**src/rtl/pc_fetch_ctrl_if.sv**
```systemverilog
// Instruction-fetch bundle: the instruction-memory request/response channel
// and the one-entry instruction buffer handed to decode.
//   imem_req_valid/addr/ready : fetch request, valid/ready handshake
//   imem_resp_valid/data      : read data, one pulse per accepted request
//   if_valid/pc/instr/ready   : buffered instruction towards decode
// master = fetch controller side, slave = memory/decode side.
interface pc_fetch_ctrl_if #(
  parameter int XLEN = 32
);
  logic            imem_req_valid;
  logic [XLEN-1:0] imem_req_addr;
  logic            imem_req_ready;
  logic            imem_resp_valid;
  logic [31:0]     imem_resp_data;
  logic            if_valid;
  logic [XLEN-1:0] if_pc;
  logic [31:0]     if_instr;
  logic            if_ready;

  modport master (
    output imem_req_valid, imem_req_addr,
    input  imem_req_ready, imem_resp_valid, imem_resp_data,
    output if_valid, if_pc, if_instr,
    input  if_ready
  );

  modport slave (
    input  imem_req_valid, imem_req_addr,
    output imem_req_ready, imem_resp_valid, imem_resp_data,
    input  if_valid, if_pc, if_instr,
    output if_ready
  );
endinterface

```
**src/rtl/pc_fetch_ctrl.sv**
```systemverilog
// Program-counter and instruction-fetch controller.
// Holds the fetch PC, keeps at most one request outstanding to instruction
// memory, buffers each returned instruction for decode, and handles
// branch/jump redirects, traps, misaligned targets and squashing of
// in-flight responses. Counts accepted instructions (saturating).
// Ports:
//   clk            rising-edge clock
//   reset          asynchronous, active-low reset
//   boot_en        permits leaving IDLE
//   redirect_valid branch/jump taken this cycle, target redirect_pc
//   trap           trap request this cycle (wins over redirect_valid)
//   bus            memory channel + decode buffer (master modport)
//   current_pc     next address to fetch
//   misalign_err   one-cycle pulse after a misaligned redirect
//   fetch_count    accepted instructions, saturating at all-ones
module pc_fetch_ctrl #(
  parameter int              XLEN         = 32,
  parameter logic [XLEN-1:0] RESET_VECTOR = '0,
  parameter logic [XLEN-1:0] TRAP_VECTOR  = XLEN'('h100),
  parameter int              CNT_W        = 16
) (
  input  logic              clk,
  input  logic              reset,
  input  logic              boot_en,
  input  logic              redirect_valid,
  input  logic [XLEN-1:0]   redirect_pc,
  input  logic              trap,
  pc_fetch_ctrl_if.master   bus,
  output logic [XLEN-1:0]   current_pc,
  output logic              misalign_err,
  output logic [CNT_W-1:0]  fetch_count
);

  typedef enum logic [1:0] {S_IDLE, S_REQ, S_WAIT, S_OUT} state_t;

  state_t            state_reg, state_next;
  logic [XLEN-1:0]   pc_reg, pc_next;
  logic              drop_reg, drop_next;
  logic              if_valid_reg, if_valid_next;
  logic [XLEN-1:0]   if_pc_reg, if_pc_next;
  logic [31:0]       if_instr_reg, if_instr_next;
  logic              misalign_reg, misalign_next;
  logic [CNT_W-1:0]  count_reg, count_next;

  logic              redirect;
  logic              misaligned;
  logic [XLEN-1:0]   redirect_target;

  // Target selection: a trap or a misaligned branch both land on TRAP_VECTOR;
  // the error pulse is only raised when the branch itself was at fault.
  always_comb begin
    misaligned      = redirect_valid && (redirect_pc[1:0] != 2'b00);
    redirect        = trap || redirect_valid;
    redirect_target = (trap || misaligned) ? TRAP_VECTOR : redirect_pc;
    misalign_next   = !trap && misaligned;
  end

  always_comb begin
    state_next    = state_reg;
    pc_next       = pc_reg;
    drop_next     = drop_reg;
    if_valid_next = if_valid_reg;
    if_pc_next    = if_pc_reg;
    if_instr_next = if_instr_reg;
    count_next    = count_reg;

    case (state_reg)
      S_IDLE: begin
        if (boot_en) state_next = S_REQ;
      end
      S_REQ: begin
        // A request accepted in a redirect cycle still carries the old
        // address, so its response must be thrown away.
        if (bus.imem_req_ready) begin
          state_next = S_WAIT;
          drop_next  = redirect;
        end
      end
      S_WAIT: begin
        if (bus.imem_resp_valid) begin
          drop_next = 1'b0;
          if (drop_reg || redirect) begin
            state_next = S_REQ;
          end else begin
            if_pc_next    = pc_reg;
            if_instr_next = bus.imem_resp_data;
            if_valid_next = 1'b1;
            pc_next       = pc_reg + XLEN'(4);
            state_next    = S_OUT;
          end
        end else if (redirect) begin
          drop_next = 1'b1;
        end
      end
      S_OUT: begin
        // A redirect kills the buffered instruction even if decode is
        // taking it this cycle; such a hand-off is not counted.
        if (redirect) begin
          if_valid_next = 1'b0;
          state_next    = S_REQ;
        end else if (bus.if_ready) begin
          if_valid_next = 1'b0;
          state_next    = S_REQ;
          if (count_reg != {CNT_W{1'b1}}) count_next = count_reg + CNT_W'(1);
        end
      end
      default: state_next = S_IDLE;
    endcase

    if (redirect) pc_next = redirect_target;
  end

  always_ff @(posedge clk or negedge reset) begin
    if (!reset) begin
      state_reg    <= S_IDLE;
      pc_reg       <= RESET_VECTOR;
      drop_reg     <= 1'b0;
      if_valid_reg <= 1'b0;
      if_pc_reg    <= '0;
      if_instr_reg <= '0;
      misalign_reg <= 1'b0;
      count_reg    <= '0;
    end else begin
      state_reg    <= state_next;
      pc_reg       <= pc_next;
      drop_reg     <= drop_next;
      if_valid_reg <= if_valid_next;
      if_pc_reg    <= if_pc_next;
      if_instr_reg <= if_instr_next;
      misalign_reg <= misalign_next;
      count_reg    <= count_next;
    end
  end

  assign bus.imem_req_valid = (state_reg == S_REQ);
  assign bus.imem_req_addr  = pc_reg;
  assign bus.if_valid       = if_valid_reg;
  assign bus.if_pc          = if_pc_reg;
  assign bus.if_instr       = if_instr_reg;
  assign current_pc         = pc_reg;
  assign misalign_err       = misalign_reg;
  assign fetch_count        = count_reg;

endmodule

```
**src/flat_wrapper.sv**
```systemverilog
// flat-port wrapper written by rule: the top's interface ports become plain ports
module pc_fetch_ctrl_flat 
#(
  parameter int              XLEN         = 32,
  parameter logic [XLEN-1:0] RESET_VECTOR = '0,
  parameter logic [XLEN-1:0] TRAP_VECTOR  = XLEN'('h100),
  parameter int              CNT_W        = 16
)
  (clk, reset, boot_en, redirect_valid, redirect_pc, trap, current_pc, misalign_err, fetch_count, bus_imem_req_valid, bus_imem_req_addr, bus_imem_req_ready, bus_imem_resp_valid, bus_imem_resp_data, bus_if_valid, bus_if_pc, bus_if_instr, bus_if_ready);
  pc_fetch_ctrl_if #(.XLEN(XLEN)) bus_i ();
  input  logic clk;
  input  logic reset;
  input  logic boot_en;
  input  logic redirect_valid;
  input  logic [XLEN-1:0] redirect_pc;
  input  logic trap;
  output logic [XLEN-1:0] current_pc;
  output logic misalign_err;
  output logic [CNT_W-1:0] fetch_count;
  output wire logic [$bits(bus_i.imem_req_valid)-1:0] bus_imem_req_valid;
  output wire logic [$bits(bus_i.imem_req_addr)-1:0] bus_imem_req_addr;
  input wire logic [$bits(bus_i.imem_req_ready)-1:0] bus_imem_req_ready;
  input wire logic [$bits(bus_i.imem_resp_valid)-1:0] bus_imem_resp_valid;
  input wire logic [$bits(bus_i.imem_resp_data)-1:0] bus_imem_resp_data;
  output wire logic [$bits(bus_i.if_valid)-1:0] bus_if_valid;
  output wire logic [$bits(bus_i.if_pc)-1:0] bus_if_pc;
  output wire logic [$bits(bus_i.if_instr)-1:0] bus_if_instr;
  input wire logic [$bits(bus_i.if_ready)-1:0] bus_if_ready;
  assign bus_imem_req_valid = bus_i.imem_req_valid;
  assign bus_imem_req_addr = bus_i.imem_req_addr;
  assign bus_i.imem_req_ready = bus_imem_req_ready;
  assign bus_i.imem_resp_valid = bus_imem_resp_valid;
  assign bus_i.imem_resp_data = bus_imem_resp_data;
  assign bus_if_valid = bus_i.if_valid;
  assign bus_if_pc = bus_i.if_pc;
  assign bus_if_instr = bus_i.if_instr;
  assign bus_i.if_ready = bus_if_ready;
  pc_fetch_ctrl #(.XLEN(XLEN), .RESET_VECTOR(RESET_VECTOR), .TRAP_VECTOR(TRAP_VECTOR), .CNT_W(CNT_W)) u_core (.clk(clk), .reset(reset), .boot_en(boot_en), .redirect_valid(redirect_valid), .redirect_pc(redirect_pc), .trap(trap), .bus(bus_i), .current_pc(current_pc), .misalign_err(misalign_err), .fetch_count(fetch_count));
endmodule
```
**config.mk**
```make
export PLATFORM = sky130hd
export DESIGN_NAME = pc_fetch_ctrl_flat
export DESIGN_NICKNAME = d
export VERILOG_FILES = /design/src/rtl/pc_fetch_ctrl_if.sv /design/src/rtl/pc_fetch_ctrl.sv /design/src/flat_wrapper.sv
export SDC_FILE = /design/constraint.sdc
export NUM_CORES = 1
export LEC_CHECK = 0
export ABC_AREA = 1
export CAP_MARGIN = 10
export CORE_ASPECT_RATIO = 0.5
export CORE_MARGIN = 1
export CORE_UTILIZATION = 30
export DETAILED_ROUTE_END_ITERATION = 6
export HOLD_SLACK_MARGIN = 0.05
export PLACE_DENSITY_LB_ADDON = 0.08
export SYNTH_ARGS = -nofsm -noshare
export SYNTH_HDL_FRONTEND = slang
export SYNTH_SLANG_ARGS = --single-unit
```
**constraint.sdc**
```tcl
create_clock -name clk -period 4.3 [get_ports clk]
set_input_delay 0.43 -clock clk [delete_from_list [all_inputs] [get_ports clk]]
set_output_delay 0.43 -clock clk [all_outputs]
set_load 0.02 [all_outputs]
```
==> results of run 1 <==
worst paths after layout:
kind / start / end / slack, ns
setup / recovery: u_core.state_reg[0]$_DFFE_PN0P_ / u_core.bus.if_instr[3]$_DFFE_PN0P_ / 1.75
hold / removal: reset / u_core.bus.if_pc[25]$_DFFE_PN0P_ / 0.04
setup reg to reg: u_core.state_reg[0]$_DFFE_PN0P_ / u_core.bus.if_instr[3]$_DFFE_PN0P_ / 1.75
hold reg to reg: u_core.bus.if_pc[11]$_DFFE_PN0P_ / u_core.bus.if_pc[11]$_DFFE_PN0P_ / 0.48
max in group asynchronous: reset / u_core.fetch_count[3]$_DFFE_PN0P_ / 3.43
min in group clk: u_core.bus.if_pc[11]$_DFFE_PN0P_ / u_core.bus.if_pc[11]$_DFFE_PN0P_ / 0.48
per-stage QoR:
stage | setup WS [ns] | power (uW) | util | area (um^2) | instances
floorplan | 2.58 | 2280 | - | 6220 | 757
global placement | 1.70 | 3000 | 0.422 | 8390 | 1190
detailed placement | 1.69 | 3010 | 0.422 | 8390 | 1190
CTS | 1.73 | 4410 | 0.450 | 8950 | 1222
global route | 1.52 | 4580 | 0.450 | 8950 | 1222
finish | 1.75 | 4330 | 0.450 | 8950 | 1222
layout make-up:
type / count / area (um^2) / share of cell area
clock buffer: 17 / 425 / 0.0476
clock inverter: 15 / 133 / 0.0148
inverter: 73 / 275 / 0.0308
multi-input combinational: 513 / 2640 / 0.295
sequential: 117 / 2930 / 0.327
tap: 266 / 333 / 0.0372
timing repair buffer: 221 / 2210 / 0.248
cells in the mapped netlist, drive strengths merged:
library cell / count
nand3: 45
nand4: 4
clkbuf: 8
a21boi: 1
o31ai: 1
nor3: 5
dfrtp: 117
a21oi: 26
nand2: 224
inv: 72
nor2b: 1
and2: 2
xor2: 4
ha: 7
or2: 1
nor2: 85
mux2: 38
o211ai: 2
nand3b: 2
xnor2: 6
a31oi: 6
o21ai: 52
buf: 46
clkinv: 1
nor3b: 1
worst max-delay path, stage by stage, from the launching register on:
cell	delay, ns
dfrtp_1	0.42
inv_1	0.09
ha_1	0.25
inv_2	0.08
nor2_2	0.04
nand2_2	0.14
clkinv_2	0.20
nand2_4	0.76
mux2_2	0.41
cells by family after synthesis:
logic type	count (synthesis)	synth area share
flops	117	0.471
simple gates	370	0.252
mux	38	0.0688
fa+ha+maj	7	0.0141
buf+inv	127	0.105
compound gates	88	0.0749
xor+xnor	10	0.0141
layer usage:
layer	vias up	GRT usage	part of all wire
met2	118	0.285	0.48
met1	2576	0.236	0.47
met4	0	0.0413	0.0067
li1	2755	-	-
met3	8	0.0441	0.046
met5	-	0	0
power by group:
part           internal [uW]  leakage, uW  switching [uW]  total [uW]
clock                    797     0.000266             562        1360
sequential              1350      0.00155             197        1550
combinational            704      0.00216             725        1430
total                   2850      0.00397            1480        4330
==> results.py, run 1 <==
metrics = {
    "run_status": {
        "status": "completed",
    },
    "floorplan": {
        "initial_core_util": 0.313,
        "dieArea_um2": 21300,
        "io_pins": 219,
        "core_um2": 19900,
        "die_width_um": 206,
        "rows": 36,
        "die_y_um": 104,
    },
    "clock_network": {
        "cts_tree": "yes",
        "hold_buffers": 0,
        "insertion_delay_ns": 0.41,
        "cts_setup_buffers": 0,
        "cts_root_buffer": "clkbuf_16",
        "ctsHtreeMaxLevel": 4,
        "clk_pin_slew_ns": 0.06,
        "cts_sinks": 117,
        "cts_buffers": 17,
        "clockBufferDepth": 2,
        "ctsResizeCount": 0,
    },
    "synthesis": {
        "netlist_area_um2": 6220,
        "netlist.area_leader.share": 0.471,
        "netlist_instances": 757,
        "syn_nets": 836,
        "yosys.area.top_type": "dfrtp_1",
        "yosys_warnings": 0,
        "synth.distinct_cells": 39,
        "ys_seq_area_frac": 0.471,
        "synth.avg_cell_area_um2": 8.21,
        "synth_seq_cells": 117,
        "synthTopCellsByArea": "dfrtp_1, nand2_1, mux2_2",
    },
    "timing": {
        "finalHoldViolations": 0,
        "finalMaxSlewViolations": 0,
        "slew_headroom": 0.286,
        "max_slew.worst_pin.slew_ns": 1.07,
        "setup_tns_ns": 0,
        "finalSetupViolations": 0,
        "fmaxAchievable_mhz": 392,
        "fin_skew_ns": 0.00865,
        "rsz0062_at_grt": "no",
        "whs_ns": 0.0443,
        "period_minus_slack_ns": 2.55,
        "period_share": 0.594,
    },
    "placement": {
        "gp_congestion": 0.844,
        "io_buffers": 218,
        "place_hpwl_mm": 13.0,
    },
    "worst_setup_path": {
        "crit_fanout": 90,
        "startpoint_type": "flip-flop",
        "crit_required_ns": 4.59,
        "crit_type": "flip-flop to flip-flop",
        "end_kind": "flip-flop",
        "arrival_ns": 2.84,
        "r2r_cells": 8,
    },
    "route": {
        "firstDrtPassIters": 5,
        "viasPerCell": 4.47,
        "wire_per_inst_um": 14.9,
        "ant_nets": 0,
        "vias": 5457,
        "drt-total-wl_mm": 18.3,
        "remaining_drc_errors": 0,
        "first_iter_violations": 241,
    },
    "finish": {
        "final_common_cell": "nand2_1",
        "mostFrequentLayoutCells": "nand2_1, clkdlybuf4s50_1, dfrtp_1",
        "antenna_cells": 0,
        "drive_gt1_frac": 0.101,
        "syn_to_final_growth_pct": 43.9,
        "nFillCells": 1967,
        "nNetsFinal": 1022,
    },
    "global_route": {
        "grt_use_total": 0.177,
        "grt_pass1_wl_mm": 29.4,
        "gr-total-overflow": 0,
        "first_global_vias": 5426,
        "grt_max_degree": 91,
        "antenna_found_initial": 0,
    },
    "power_and_ir_drop": {
        "ir_drop_uv": 225,
        "leakage_uw": 0.00397,
        "p_per_area_nw_per_um2": 484,
    },
    "job": {
        "drv_cap": 0,
    },
    "hold_path": {
        "hp-class": "input port to asynchronous set/reset pin",
    },
}
Power figures use the tool's default switching activity.
==> inputs of run 2 (changes only) <==
==> constraint.sdc (replaced) <==
create_clock -name clk -period 2.1 [get_ports clk]
set_input_delay 0.21 -clock clk [delete_from_list [all_inputs] [get_ports clk]]
set_output_delay 0.21 -clock clk [all_outputs]
set_load 0.02 [all_outputs]
==> results.py, run 2 (synthesized netlist as in run 1, its figures left out) <==
metrics = {
    "global_route": {
        "first_global_vias": 5447,
        "antenna_found_initial": 0,
        "grt_max_degree": 118,
        "grt_use_total": 0.179,
        "grt_pass1_wl_mm": 29.7,
        "gr-total-overflow": 0,
    },
    "worst_setup_path": {
        "crit_fanout": 4,
        "crit_type": "flip-flop to output pin",
        "rrSetupSlack_ns": 0.13,
        "arrival_ns": 1.77,
        "startpoint_type": "flip-flop",
        "crit_required_ns": 1.89,
        "end_kind": "output pin",
    },
    "floorplan": {
        "die_width_um": 206,
        "core_um2": 19900,
        "die_y_um": 104,
        "initial_core_util": 0.313,
        "dieArea_um2": 21300,
        "io_pins": 219,
        "rows": 36,
    },
    "finish": {
        "nFillCells": 1963,
        "mostFrequentLayoutCells": "nand2_1, clkdlybuf4s50_1, dfrtp_1",
        "antenna_cells": 0,
        "drive_gt1_frac": 0.112,
        "nNetsFinal": 1035,
        "final_common_cell": "nand2_1",
        "syn_to_final_growth_pct": 47.4,
    },
    "power_and_ir_drop": {
        "ir_drop_uv": 500,
        "p_per_area_nw_per_um2": 1010,
        "leakage_uw": 0.00409,
    },
    "clock_network": {
        "cts_sinks": 117,
        "clockBufferDepth": 2,
        "cts_setup_buffers": 0,
        "cts_buffers": 17,
        "cts_tree": "yes",
        "clk_pin_slew_ns": 0.06,
        "insertion_delay_ns": 0.41,
        "cts_root_buffer": "clkbuf_16",
        "ctsHtreeMaxLevel": 4,
    },
    "hold_path": {
        "hp-class": "input port to flip-flop",
    },
    "route": {
        "ant_nets": 0,
        "remaining_drc_errors": 0,
        "wire_per_inst_um": 14.8,
        "firstDrtPassIters": 5,
        "vias": 5570,
        "drt-total-wl_mm": 18.3,
        "viasPerCell": 4.51,
        "first_iter_violations": 263,
    },
    "timing": {
        "slew_headroom": 0.518,
        "rsz0062_at_grt": "no",
        "fin_skew_ns": 0.0135,
        "postLayoutSetupSlackWorst_ns": 0.121,
        "finalSetupViolations": 0,
        "fmaxAchievable_mhz": 505,
        "period_share": 0.942,
        "finalMaxSlewViolations": 0,
        "setup_tns_ns": 0,
        "finalHoldViolations": 0,
        "max_slew.worst_pin.slew_ns": 0.723,
        "period_minus_slack_ns": 1.98,
    },
    "run_status": {
        "status": "completed",
    },
    "placement": {
        "io_buffers": 218,
        "dp_slack_ns": 0.131,
        "gp_congestion": 0.848,
        "place_hpwl_mm": 13.0,
    },
    "job": {
        "drv_cap": 0,
    },
}
## run 2: worst paths after layout
kind	start	to	cells after the start
setup / recovery	u_core.state_reg[1]$_DFFE_PN0P_	bus_imem_req_valid	3
hold / removal	redirect_pc[3]	u_core.bus.imem_req_addr[3]$_DFFE_PN0P_	3
setup reg to reg	u_core.state_reg[0]$_DFFE_PN0P_	u_core.bus.if_instr[8]$_DFFE_PN0P_	9
hold reg to reg	u_core.bus.if_pc[0]$_DFFE_PN0P_	u_core.bus.if_pc[0]$_DFFE_PN0P_	2
max in group asynchronous	reset	u_core.fetch_count[13]$_DFFE_PN0P_	3
min in group asynchronous	reset	u_core.bus.if_pc[22]$_DFFE_PN0P_	3
## run 2: area by class of cell
type,count,area (um^2),area share
Sequential cell,117,2930,0.320
Timing Repair Buffer,234,2360,0.258
Inverter,73,275,0.0300
Multi-Input combinational cell,513,2640,0.288
Clock buffer,21,480,0.0524
Clock inverter,11,148,0.0161
Tap cell,266,333,0.0363
## run 2: power breakdown
group,internal [uW],switching (uW),leakage [uW],total [uW]
Clock,2000,1110,0.000298,3110
Combinational,1470,1500,0.00224,2960
Sequential,2760,383,0.00155,3150
Total,6220,2990,0.00409,9220
## run 2: what timing repair did
action,4_1_cts,5_1_grt
hold buffers,1,0
endpoints found under the hold margin,117,0
resized for setup,0,1
setup endpoints to repair,0,1
## run 2: metal layers
layer / up-vias / track usage / part of all wire
met5: - / 0 / 0
met4: 0 / 0.0513 / 0.0036
met3: 4 / 0.0400 / 0.051
met2: 129 / 0.287 / 0.48
met1: 2651 / 0.239 / 0.46
li1: 2786 / - / -
## run 2: stage by stage
stage | total power, uW | std cells | hold slack [ns] | util | area, um^2
2_1_floorplan | 4680 | 757 | -0.0856 | - | 6220
3_3_place_gp | 6160 | 1202 | 0.375 | 0.429 | 8520
3_5_place_dp | 6180 | 1202 | 0.376 | 0.429 | 8520
4_1_cts | 9350 | 1235 | 0.345 | 0.461 | 9150
5_1_grt | 9760 | 1235 | 0.369 | 0.461 | 9160
6_report | 9220 | 1235 | 0.365 | 0.461 | 9160
## run 2: critical path: stages, from the launching register on
cell             delay, ns
dfrtp_1               0.40
inv_1                 0.12
ha_1                  0.22
clkdlybuf4s50_1       0.62
==> variant 1: new RTL, flow settings as in run 2 <==
Remove the register `misalign_reg`: a continuous assignment takes its place, so the output `misalign_err` follows one clock earlier.
--- a/src/rtl/pc_fetch_ctrl.sv
+++ b/src/rtl/pc_fetch_ctrl.sv
@@ -120,3 +120,2 @@
       if_instr_reg <= '0;
-      misalign_reg <= 1'b0;
       count_reg    <= '0;
@@ -129,3 +128,2 @@
       if_instr_reg <= if_instr_next;
-      misalign_reg <= misalign_next;
       count_reg    <= count_next;
@@ -133,2 +131,4 @@
   end
+
+  assign misalign_reg = misalign_next;
 
Formal check against the unedited RTL: not equivalent (Yosys sat finds a counterexample within 4 cycles, from zero or initial values and one cycle with reset low).
==> variant 1 against run 2 <==
Largest power group unchanged. Clock skew is 0.0038 ns lower. Sequential cell count is 1 lower. Worst setup slack better by 0.0077 ns. Power is 0.56% lower. Final cell count is 0.16% lower. Largest cell class unchanged. Area after synthesis is 0.40% lower. Wire length is 0.13% lower. Cell area is 0.45% lower.
==> variant 1: results (changes against run 2) <==
[outcome]
status=complete, no violations  ; unchanged

[synth]
synth.top_cells.by_area=dfrtp_1 47%, nand2_1 13%, mux2_2 6.7%  ; unchanged
synth_cells=756  ; was 757
synth_cell_types=39  ; unchanged
yosysMostFrequentCell=nand2_1  ; unchanged
yosysSeqAreaShare_pct=46.9  ; was 47.1%
syn-num-nets=835  ; was 836

[global_route]
first_global_vias=5436  ; was 5447
grt_max_degree=48  ; was 118
grt_usage_pct=17.6  ; was 17.9%
grt_pass1_wl_um=29200  ; was 29700 um
grtUsageMet2_pct=28.7  ; about the same
grt_util_met3_pct=4.69  ; was 4.00%

[setup_path]
crit_fanout=4  ; unchanged

[power_and_ir_drop]
ir_worst_vdd_mv=0.477  ; was 0.500 mV
p_leak_nw=4.07  ; was 4.09 nW

[finish]
n_fill_cell=1989  ; was 1963
nets=1033  ; was 1035
drive_gt1_share_pct=11.1  ; was 11.2%

[route]
drt_iter0_markers=215  ; was 263
wl_per_cell_um=14.8  ; about the same
dr_wl_met3_um=981  ; was 926 um
num_vias=5503  ; was 5570
met1Wirelength_um=8580  ; was 8470 um
wl_met2_um=8540  ; was 8810 um
vias_per_cell=4.46  ; was 4.51

[timing]
final.setup_skew_ns=0.00964  ; was 0.0135 ns
relSlewSlack_pct=67.6  ; was 51.8%

[placed_design]
dp_worst_setup_slack_ns=0.176  ; was 0.131 ns
place_congestion=0.838  ; was 0.848
placed_area_um2=8500  ; was 8520 um^2

[variant 1: worst paths after layout]
check | startpoint | endpoint | slack [ns] | cells after the start
worst max-delay path | u_core.state_reg[1]$_DFFE_PN0P_ | bus_imem_req_valid | 0.13 | 3
worst min-delay path | reset | u_core.bus.if_pc[24]$_DFFE_PN0P_ | 0.28 | 2
worst max register to register | u_core.state_reg[0]$_DFFE_PN0P_ | u_core.bus.if_instr[11]$_DFFE_PN0P_ | 0.19 | 9
worst min register to register | u_core.bus.if_pc[21]$_DFFE_PN0P_ | u_core.bus.if_pc[21]$_DFFE_PN0P_ | 0.48 | 2
max in group asynchronous | reset | u_core.bus.if_instr[1]$_DFFE_PN0P_ | 1.21 | 3
min in group clk | redirect_pc[2] | u_core.bus.imem_req_addr[2]$_DFFE_PN0P_ | 0.36 | 3
[variant 1: layout make-up]
class	instances	area, um^2	share of cell area (%)
Sequential cell	116	2900	31.8
Multi-Input combinational cell	513	2640	28.9
Clock inverter	14	185	2.03
Inverter	73	275	3.02
Tap cell	266	333	3.65
Clock buffer	18	429	4.71
Timing Repair Buffer	233	2360	25.8
[variant 1: worst reg2reg max path, cell delays in order, from the launching register on]
cell	delay [ns]
dfrtp_1	0.41
inv_1	0.09
ha_1	0.23
inv_2	0.08
nor2_2	0.04
nand2_2	0.13
clkinv_2	0.10
nand2_4	0.08
buf_12	0.22
mux2_2	0.40
[variant 1: cells by family after synthesis]
logic type                 Yosys count  synth area share, %
AOI/OAI and AO/OA                   88                 7.52
buffers and inverters              127                 10.5
and+or+nand+nor                    370                 25.3
xor gates and xnor gates            10                 1.41
DFF                                116                 46.9
muxes                               38                 6.91
adders and majority gates            7                 1.41
[variant 1: power by group]
part           switching (mW)  internal [mW]
combinational            1.50           1.47
clock                    1.09           1.98
sequential              0.385           2.74
==> variant 2: new RTL, config.mk and constraints of run 2 <==
Without the edit above. `CNT_W` is set to 16 in 2 places; all go to 14.
--- a/src/rtl/pc_fetch_ctrl.sv
+++ b/src/rtl/pc_fetch_ctrl.sv
@@ -19,3 +19,3 @@
   parameter logic [XLEN-1:0] TRAP_VECTOR  = XLEN'('h100),
-  parameter int              CNT_W        = 16
+  parameter int              CNT_W        = 14
 ) (
--- a/src/flat_wrapper.sv
+++ b/src/flat_wrapper.sv
@@ -6,3 +6,3 @@
   parameter logic [XLEN-1:0] TRAP_VECTOR  = XLEN'('h100),
-  parameter int              CNT_W        = 16
+  parameter int              CNT_W        = 14
 )
Interface: changed (resized fetch_count); port bits go from 219 to 217. No check against the original RTL was run, so the function may have changed too.
==> variant 2 against run 2 <==
The run now ends with DRC left. Sequential power rose by 2%. Wire length up 2.2%. Cell area up 0.70%. Power is 2.3% higher. Sequential cell count fell by 2. Worst setup slack worse by 0.0050 ns. Clock skew decreased by 0.0073 ns. Clock power decreased by 7.4%. Combinational power grew 13%. Via count decreased by 2.7%. Area after synthesis is 1.2% higher. Final cell count down 0.97%. Synthesized cell count down 2.2%. Largest power group is now combinational logic.
==> variant 2: results (changes against run 2) <==
[synth]
synth_cell_types=35  ; was 39
yosysSeqAreaShare_pct=45.7  ; was 47.1%
ys.flop_type=dfrtp_1  ; unchanged
synthArstFlopShare_pct=100  ; unchanged
yosysWarnings=0  ; unchanged
synth-xor-area-share_pct=1.53  ; was 1.41%
syn-num-nets=819  ; was 836
synth_common_cells=196 x nand2_1, 115 x dfrtp_1, 73 x inv_1  ; was 219 x nand2_1, 117 x dfrtp_1, 77 x nor2_1
synth.top_cells.by_area=dfrtp_1 46%, nand2_1 12%, mux2_4 8.6%  ; was dfrtp_1 47%, nand2_1 13%, mux2_2 6.7%
synth_compound_area_share_pct=7.24  ; was 7.49%
synth.area.mux_share_pct=8.77  ; was 6.88%
synthAdderAreaFrac_pct=1.39  ; was 1.41%

[outcome]
violations=DRC
status=finished, violations left  ; was complete, no violations

[clocking]
cts_setup_buffers=0  ; unchanged
insertion_delay_ns=0.42
clockRootBuffer=clkbuf_16  ; unchanged
clock_path_buffers=2  ; unchanged
cts_buffers=17  ; unchanged
clk_pin_slew_worst_paths_ns=0.06  ; about the same
h-tree-depth=4  ; unchanged

[route]
drt-total-wl_um=18700  ; was 18300 um
num_vias=5417  ; was 5570
drt_drc_violations_left=14  ; was 0
drt_iter0_markers=262  ; was 263
drt-pass1-iter-count=7  ; was 5

[setup_path]
r2r-end=u_core.bus.if_instr[10]$_DFFE_PN0P_  ; was u_core.bus.if_instr[8]$_DFFE_PN0P_
crit_fanout=4  ; unchanged
cpPeakStageDelay_ns=0.62  ; about the same
regToRegSetupSlack_ns=0.21  ; was 0.13 ns
critPathCaptureType=output port  ; unchanged
ff2ff_path_depth=9  ; unchanged
critPathSlowestCell=clkdlybuf4s50_1  ; unchanged
startpoint=u_core.state_reg[1]$_DFFE_PN0P_  ; unchanged
arrival_ns=1.77  ; about the same
r2r-start=u_core.state_reg[0]$_DFFE_PN0P_  ; unchanged
cpLargestDelayFamily=buffers and inverters  ; unchanged
crit_end=bus_imem_req_valid  ; unchanged

[power_and_ir_drop]
p_leak_nw=4.15  ; was 4.09 nW
ir_worst_vdd_mv=0.530  ; was 0.500 mV

[global_route]
grt_pass1_wl_um=28800  ; was 29700 um
first_global_vias=5160  ; was 5447
grt_max_degree=77  ; was 118
antenna_found_initial=0  ; unchanged
grt_usage_pct=17.7  ; was 17.9%
globalRouteOverflowTotal=0  ; unchanged

[finish]
diodes=0  ; unchanged
drive_gt1_share_pct=11.6  ; was 11.2%
nets=1016  ; was 1035

[timing]
final.setup_skew_ns=0.00615  ; was 0.0135 ns
worst_pin_slew_ns=0.467  ; was 0.723 ns

[min_path]
min_path_type=in2async  ; was in2reg

[placed_design]
port_buffers=216  ; was 218
dp_hpwl_um=13800  ; was 13000 um
place_congestion=0.879  ; was 0.848

[variant 2: final cells by class]
cell class                      count  area, um^2
Clock buffer                       19         453
Clock inverter                     13         135
Fill cell                        2027       11300
Inverter                           78         295
Multi-Input combinational cell    493        2740
Sequential cell                   115        2880
Tap cell                          273         342
Timing Repair Buffer              232        2390
[variant 2: power breakdown]
group	total [mW]	switching, mW	internal (mW)
clock	2.88	1.08	1.80
sequential	3.21	0.451	2.76
combinational	3.35	1.67	1.68
[variant 2: cell families (layout without fill, tap and decap cells)]
| logic type | Yosys count | after routing |
|---|---|---|
| and+or+nand+nor | 350 | 350 |
| DFF | 115 | 115 |
| AOI/OAI and AO/OA | 88 | 88 |
| xor gates and xnor gates | 11 | 11 |
| buffers and inverters | 132 | 342 |
| adders and majority gates | 7 | 7 |
| muxes | 37 | 37 |
[variant 2: routing by layer]
layer	vias up	global-route usage [%]	part of all wire [%]
met5	-	0	0
met4	0	6.00	1.2
met3	15	6.02	6.9
met2	133	24.8	43
met1	2541	25.1	49
li1	2728	-	-
[variant 2: through the flow]
| step | utilization, % | instance area (um^2) | worst slack (ns) | cells | hold slack, ns |
|---|---|---|---|---|---|
| final | 44.9 | 9230 | 0.116 | 1223 | 0.163 |
| after global routing | 44.9 | 9230 | 0.0215 | 1223 | 0.168 |
| after CTS | 44.6 | 9160 | 0.0784 | 1221 | 0.126 |
| after detailed placement | 41.6 | 8560 | 0.0993 | 1188 | 0.0511 |
| after global placement | 41.6 | 8560 | 0.178 | 1188 | 0.0507 |
| after floorplan | - | 6290 | 0.375 | 740 | -0.0856 |
[variant 2: repair_timing]
item	in CTS	in global routing
resized for setup	0	3
hold buffers	1	0
hold endpoints to repair	115	0
endpoints found under the setup margin	0	28
